===== src/rtl/ysyx_24090003_idu_ctrl_if.sv =====
// Decode-stage handshake bundle: IFU push side, immediate-generator loop, EXU issue side.
interface ysyx_24090003_idu_ctrl_if #(
    parameter int unsigned XLEN = 32
);
    logic            in_valid;
    logic            in_ready;
    logic [XLEN-1:0] in_pc;
    logic [31:0]     in_inst;
    logic [31:0]     imm_inst;
    logic [XLEN-1:0] imm_val;
    logic            out_valid;
    logic            out_ready;
    logic [XLEN-1:0] out_pc;
    logic [31:0]     out_inst;
    logic [XLEN-1:0] out_imm;
    logic            exu_idle;
    logic            flush;
    logic [31:0]     issue_cnt;

    modport slave (
        input  in_valid, in_pc, in_inst, imm_val, out_ready, exu_idle, flush,
        output in_ready, imm_inst, out_valid, out_pc, out_inst, out_imm, issue_cnt
    );

    modport master (
        output in_valid, in_pc, in_inst, imm_val, out_ready, exu_idle, flush,
        input  in_ready, imm_inst, out_valid, out_pc, out_inst, out_imm, issue_cnt
    );
endinterface


===== src/rtl/ysyx_24090003_idu_ctrl.sv =====
// Decode-stage controller: FIFO-buffers fetched {pc,inst}, issues {pc,inst,imm} to EXU,
// holds SYSTEM/FENCE until EXU is idle, supports flush and counts issued instructions.
module ysyx_24090003_idu_ctrl #(
    parameter int unsigned DEPTH = 2,
    parameter int unsigned XLEN  = 32
) (
    input  logic                      clock,
    input  logic                      reset,
    ysyx_24090003_idu_ctrl_if.slave   bus
);
    localparam int unsigned PW = $clog2(DEPTH);
    localparam int unsigned CW = $clog2(DEPTH + 1);
    localparam logic [6:0]  OPC_SYSTEM = 7'b1110011;
    localparam logic [6:0]  OPC_FENCE  = 7'b0001111;

    logic [XLEN-1:0] pc_mem_q   [DEPTH];
    logic [31:0]     inst_mem_q [DEPTH];

    logic [PW-1:0] wr_ptr_q, wr_ptr_d;
    logic [PW-1:0] rd_ptr_q, rd_ptr_d;
    logic [CW-1:0] count_q, count_d;
    logic [31:0]   issue_cnt_q, issue_cnt_d;

    logic            empty;
    logic            full;
    logic            serial;
    logic            push;
    logic            pop;
    logic [31:0]     head_inst;
    logic [XLEN-1:0] head_pc;

    // Handshakes and head selection depend only on registered state plus flush/reset/idle.
    always_comb begin
        empty     = (count_q == '0);
        full      = (count_q == CW'(DEPTH));
        head_inst = 32'd0;
        head_pc   = '0;
        if (!empty) begin
            head_inst = inst_mem_q[rd_ptr_q];
            head_pc   = pc_mem_q[rd_ptr_q];
        end
        serial = (head_inst[6:0] == OPC_SYSTEM) || (head_inst[6:0] == OPC_FENCE);

        bus.in_ready  = !reset && !bus.flush && !full;
        bus.out_valid = !reset && !bus.flush && !empty && (!serial || bus.exu_idle);
        bus.imm_inst  = head_inst;
        bus.out_inst  = head_inst;
        bus.out_pc    = head_pc;
        bus.out_imm   = bus.imm_val;
        bus.issue_cnt = issue_cnt_q;

        push = bus.in_valid && bus.in_ready;
        pop  = bus.out_valid && bus.out_ready;
    end

    // Next-state: flush empties the FIFO but never touches the issue counter.
    always_comb begin
        wr_ptr_d    = wr_ptr_q;
        rd_ptr_d    = rd_ptr_q;
        count_d     = count_q;
        issue_cnt_d = issue_cnt_q;
        if (bus.flush) begin
            wr_ptr_d = '0;
            rd_ptr_d = '0;
            count_d  = '0;
        end else begin
            if (push) begin
                wr_ptr_d = wr_ptr_q + PW'(1);
            end
            if (pop) begin
                rd_ptr_d    = rd_ptr_q + PW'(1);
                issue_cnt_d = issue_cnt_q + 32'd1;
            end
            count_d = count_q + CW'(push) - CW'(pop);
        end
    end

    always_ff @(posedge clock) begin
        if (reset) begin
            wr_ptr_q    <= '0;
            rd_ptr_q    <= '0;
            count_q     <= '0;
            issue_cnt_q <= 32'd0;
        end else begin
            wr_ptr_q    <= wr_ptr_d;
            rd_ptr_q    <= rd_ptr_d;
            count_q     <= count_d;
            issue_cnt_q <= issue_cnt_d;
        end
    end

    // Payload storage is not reset; push is already gated by reset and flush.
    always_ff @(posedge clock) begin
        if (push) begin
            pc_mem_q[wr_ptr_q]   <= bus.in_pc;
            inst_mem_q[wr_ptr_q] <= bus.in_inst;
        end
    end
endmodule


===== src/flat_wrapper.sv =====
// flat-port wrapper written by rule: the top's interface ports become plain ports
module ysyx_24090003_idu_ctrl_flat 
#(
    parameter int unsigned DEPTH = 2,
    parameter int unsigned XLEN  = 32
)
  (clock, reset, bus_in_valid, bus_in_pc, bus_in_inst, bus_imm_val, bus_out_ready, bus_exu_idle, bus_flush, bus_in_ready, bus_imm_inst, bus_out_valid, bus_out_pc, bus_out_inst, bus_out_imm, bus_issue_cnt);
  ysyx_24090003_idu_ctrl_if #(.XLEN(XLEN)) bus_i ();
  input  logic clock;
  input  logic reset;
  input wire logic [$bits(bus_i.in_valid)-1:0] bus_in_valid;
  input wire logic [$bits(bus_i.in_pc)-1:0] bus_in_pc;
  input wire logic [$bits(bus_i.in_inst)-1:0] bus_in_inst;
  input wire logic [$bits(bus_i.imm_val)-1:0] bus_imm_val;
  input wire logic [$bits(bus_i.out_ready)-1:0] bus_out_ready;
  input wire logic [$bits(bus_i.exu_idle)-1:0] bus_exu_idle;
  input wire logic [$bits(bus_i.flush)-1:0] bus_flush;
  output wire logic [$bits(bus_i.in_ready)-1:0] bus_in_ready;
  output wire logic [$bits(bus_i.imm_inst)-1:0] bus_imm_inst;
  output wire logic [$bits(bus_i.out_valid)-1:0] bus_out_valid;
  output wire logic [$bits(bus_i.out_pc)-1:0] bus_out_pc;
  output wire logic [$bits(bus_i.out_inst)-1:0] bus_out_inst;
  output wire logic [$bits(bus_i.out_imm)-1:0] bus_out_imm;
  output wire logic [$bits(bus_i.issue_cnt)-1:0] bus_issue_cnt;
  assign bus_i.in_valid = bus_in_valid;
  assign bus_i.in_pc = bus_in_pc;
  assign bus_i.in_inst = bus_in_inst;
  assign bus_i.imm_val = bus_imm_val;
  assign bus_i.out_ready = bus_out_ready;
  assign bus_i.exu_idle = bus_exu_idle;
  assign bus_i.flush = bus_flush;
  assign bus_in_ready = bus_i.in_ready;
  assign bus_imm_inst = bus_i.imm_inst;
  assign bus_out_valid = bus_i.out_valid;
  assign bus_out_pc = bus_i.out_pc;
  assign bus_out_inst = bus_i.out_inst;
  assign bus_out_imm = bus_i.out_imm;
  assign bus_issue_cnt = bus_i.issue_cnt;
  ysyx_24090003_idu_ctrl #(.DEPTH(DEPTH), .XLEN(XLEN)) u_core (.clock(clock), .reset(reset), .bus(bus_i));
endmodule

===== config.mk =====
export PLATFORM = sky130hd
export DESIGN_NAME = ysyx_24090003_idu_ctrl_flat
export DESIGN_NICKNAME = d
export VERILOG_FILES = /design/src/rtl/ysyx_24090003_idu_ctrl_if.sv /design/src/rtl/ysyx_24090003_idu_ctrl.sv /design/src/flat_wrapper.sv
export SDC_FILE = /design/constraint.sdc
export NUM_CORES = 1
export LEC_CHECK = 0
export BUFFER_PORTS_ARGS = -buffer_cell sky130_fd_sc_hd__buf_2
export CORE_ASPECT_RATIO = 2
export CORE_MARGIN = 1.5
export CORE_UTILIZATION = 50
export DETAILED_ROUTE_END_ITERATION = 7
export MAX_ROUTING_LAYER = met4
export PLACE_DENSITY = 0.77
export RECOVER_POWER = 100
export SLEW_MARGIN = 20
export SYNTH_ARGS = -nofsm -noshare
export SYNTH_HDL_FRONTEND = slang
export SYNTH_SLANG_ARGS = --single-unit

===== constraint.sdc =====
create_clock -name clock -period 5.75 [get_ports clock]
set_clock_uncertainty 0.15 [all_clocks]
set_input_delay 0.8625 -clock clock [delete_from_list [all_inputs] [get_ports clock]]
set_output_delay 0.8625 -clock clock [all_outputs]
set_load 0.005 [all_outputs]

==> impl_metrics.csv <==
group,metric,value,unit
synthesis,ys_seq_area_share,60.1,%
synthesis,yosys_register_bits,165,
clock_network,cts_tree,"done",
outcome,violations,"capacitance limit, slew limit",
finish,fin_util,58.3,%
routing,vias,4952,
global_route,antenna_found_initial,0,
routing,vias_per_cell,5.23,
finish,seq_area,4580,sq um
synthesis,synth_area,7630,sq um
clock_network,path_clk_slew,60,ps
power,ir_drop,0.261,mV
clock_network,cts_sinks,165,
sta,rsz0062_at_grt,"no",
synthesis,synth_nets,709,
synthesis,synth.most_common_cell,"edfxtp_1",
floorplanning,dieArea,16000,sq um
routing,wl_met2,8.51,mm
clock_network,clockRootBuffer,"clkbuf_16",
sta,setup_violations,0,
finish,syn_to_final_growth,13.9,%
sta,maxSlewHeadroom,-55.2,%
routing,top_layer,"met4",
synthesis,synthTopCellsByCount,"edfxtp_1 (128), nor2_1 (96), buf_4 (68), mux2i_1 (68), dfxtp_1 (37)",
floorplanning,die_w,90.3,um
clock_network,cts_buffer_depth,2,
setup_path,cp-end-kind,"output port",
setup_path,worstSetupPathType,"flop to output port",
floorplanning,core_area,14900,sq um
placement,dp_hpwl,11.0,mm
synthesis,syn_inst,604,
floorplanning,num_io_pins,264,
placement,port_buffers,199,
setup_path,path_max_fanout,42,
routing,drc,0,
sta,max_freq,0.223,GHz
sta,fin_crit_sh,77.9,%
finish,layout-drive-gt1-share,20.1,%
clock_network,insertion_delay,430,ps
global_route,grt_max_degree,69,
clock_network,cts_buffers,17,
sta,slew_viol_final,59,
job,drv_cap,1,
floorplanning,start_util,51.2,%
clock_network,htreeDepth,4,
routing,firstDrtPassIters,4,
power,leakage,3.14,nW
outcome,status,"complete, but fails checks",
global_route,grt_pass1_wl,24.1,mm
finish,multi_input_area,2370,sq um
setup_path,required,4740,ps
synthesis,async_flop_share,0,%
sta,finalWorstPathRequiredPeriod,4480,ps
synthesis,synthTopCellsByArea,"edfxtp_1 (50%), dfxtp_1 (9.7%), mux2i_1 (8.9%), buf_4 (6.7%), nor2_1 (4.7%)",
global_route,grt_pass1_vias,4963,
floorplanning,rows,63,
clock_network,post_cts_resized,0,
global_route,gr-total-overflow,0,
clock_network,ctsHoldBuffers,0,
setup_path,critPathArrivalTime,3470,ps
floorplanning,die_h,178,um
routing,postRouteAntennaNets,0,
setup_path,worst_setup_path_start_kind,"flop",
synthesis,yosysUniqueCellTypes,46,
global_route,track_usage,20.2,%
synthesis,synth_top_area_cell,"edfxtp_1",
sta,hold_viol,0,
finish,nFillCells,1269,
finish,diodes,0,
synthesis,synth.top_cell.area_share,50.4,%
routing,wl_met3,902,um
synthesis,avgSynthCellArea,12.6,sq um
power,power_density,273,nW/um^2
sta,max_slew.worst_pin.slew,2330,ps
routing,drt-total-wl,15.6,mm
synthesis,synth-edff-count,128,
routing,wl_met1,5.80,mm
power,power,2.37,mW
placement,globalplace.congestion,0.869,
routing,drt-wirelength-per-cell,16.5,um
hold_path,holdCritPathClass,"flop to flop",
synthesis,ys.flop_type,"edfxtp_1",
synthesis,ys_warn_count,0,
sta,setup_tns,0,ps
clock_network,cts_setup_buffers,0,
finish,nNetsFinal,843,
routing,drtIter0Drc,178,
-- state kept, by name, summed over array words and instances (netlist names), named ones only --
register,flops
u_core.wr_ptr_q,1
u_core.rd_ptr_q,1
u_core.bus.issue_cnt,32
u_core.pc_mem_q,64
u_core.count_q,2
u_core.inst_mem_q,64
-- layout by cell type (no fill, tap or decap), drive strengths merged, types with 15 or more instances in the layout --
cell type / count
clkbuf: 154
edfxtp: 128
nor2: 96
buf: 76
mux2i: 68
dfxtp: 37
mux2: 29
nor2b: 27
a21oi: 19
nand2: 18
nand4: 15
-- cells by family (layout without fill, tap and decap cells) --
group	after synthesis	after routing	share of synthesized area [%]
mux	97	97	13.5
simple gates	196	196	12.9
xor+xnor	3	3	0.345
flops	165	165	60.1
buf+inv	102	249	8.64
fa+ha+maj	3	3	0.492
compound gates	38	38	3.94
-- layout make-up --
| cell class | count | share of cell area, % |
|---|---|---|
| clock buffer | 22 | 5.11 |
| clock inverter | 10 | 0.677 |
| inverter | 9 | 0.389 |
| multi-input combinational | 337 | 27.3 |
| sequential | 165 | 52.8 |
| tap | 195 | 2.81 |
| timing repair buffer | 208 | 10.9 |
-- stage by stage --
step / hold slack, ps / cells / setup slack (ps) / instance area [sq um]
finish: 339 / 946 / 1270 / 8680
global route: 366 / 946 / 863 / 8680
CTS: 340 / 944 / 1660 / 8830
detailed placement: 320 / 912 / 1690 / 8330
global placement: 308 / 912 / 1730 / 8330
floorplan: 283 / 604 / 906 / 7630
-- final timing paths --
kind	from	to	cells past startpoint	slack, ps
worst max-delay path	flop	bus_out_valid	7	1270
worst min-delay path	u_core.rd_ptr_q	u_core.rd_ptr_q	1	340
worst max register to register	flop	u_core.count_q[1]	12	1700
worst min register to register	u_core.rd_ptr_q	u_core.rd_ptr_q	1	340
-- metal layers --
| metal | track usage [%] | up-vias |
|---|---|---|
| li1 | - | 2366 |
| met1 | 20.1 | 2359 |
| met3 | 4.93 | 30 |
| met2 | 36.3 | 197 |
| met4 | 10.3 | 0 |
| met5 | - | - |
-- critical path, stage by stage, from the launching register on --
cell	delay, ps
dfxtp_1	1320
buf_16	350
mux2i_1	320
nor3b_1	290
a22o_1	170
buf_4	310
a21oi_1	130
clkbuf_2	130
-- report_power, final --
group          total (mW)  internal, mW  switching, mW
Sequential           1.31          1.30        0.00489
Combinational      0.0877        0.0339         0.0538
Clock               0.973         0.545          0.427
(Power assumes the default switching activity.)
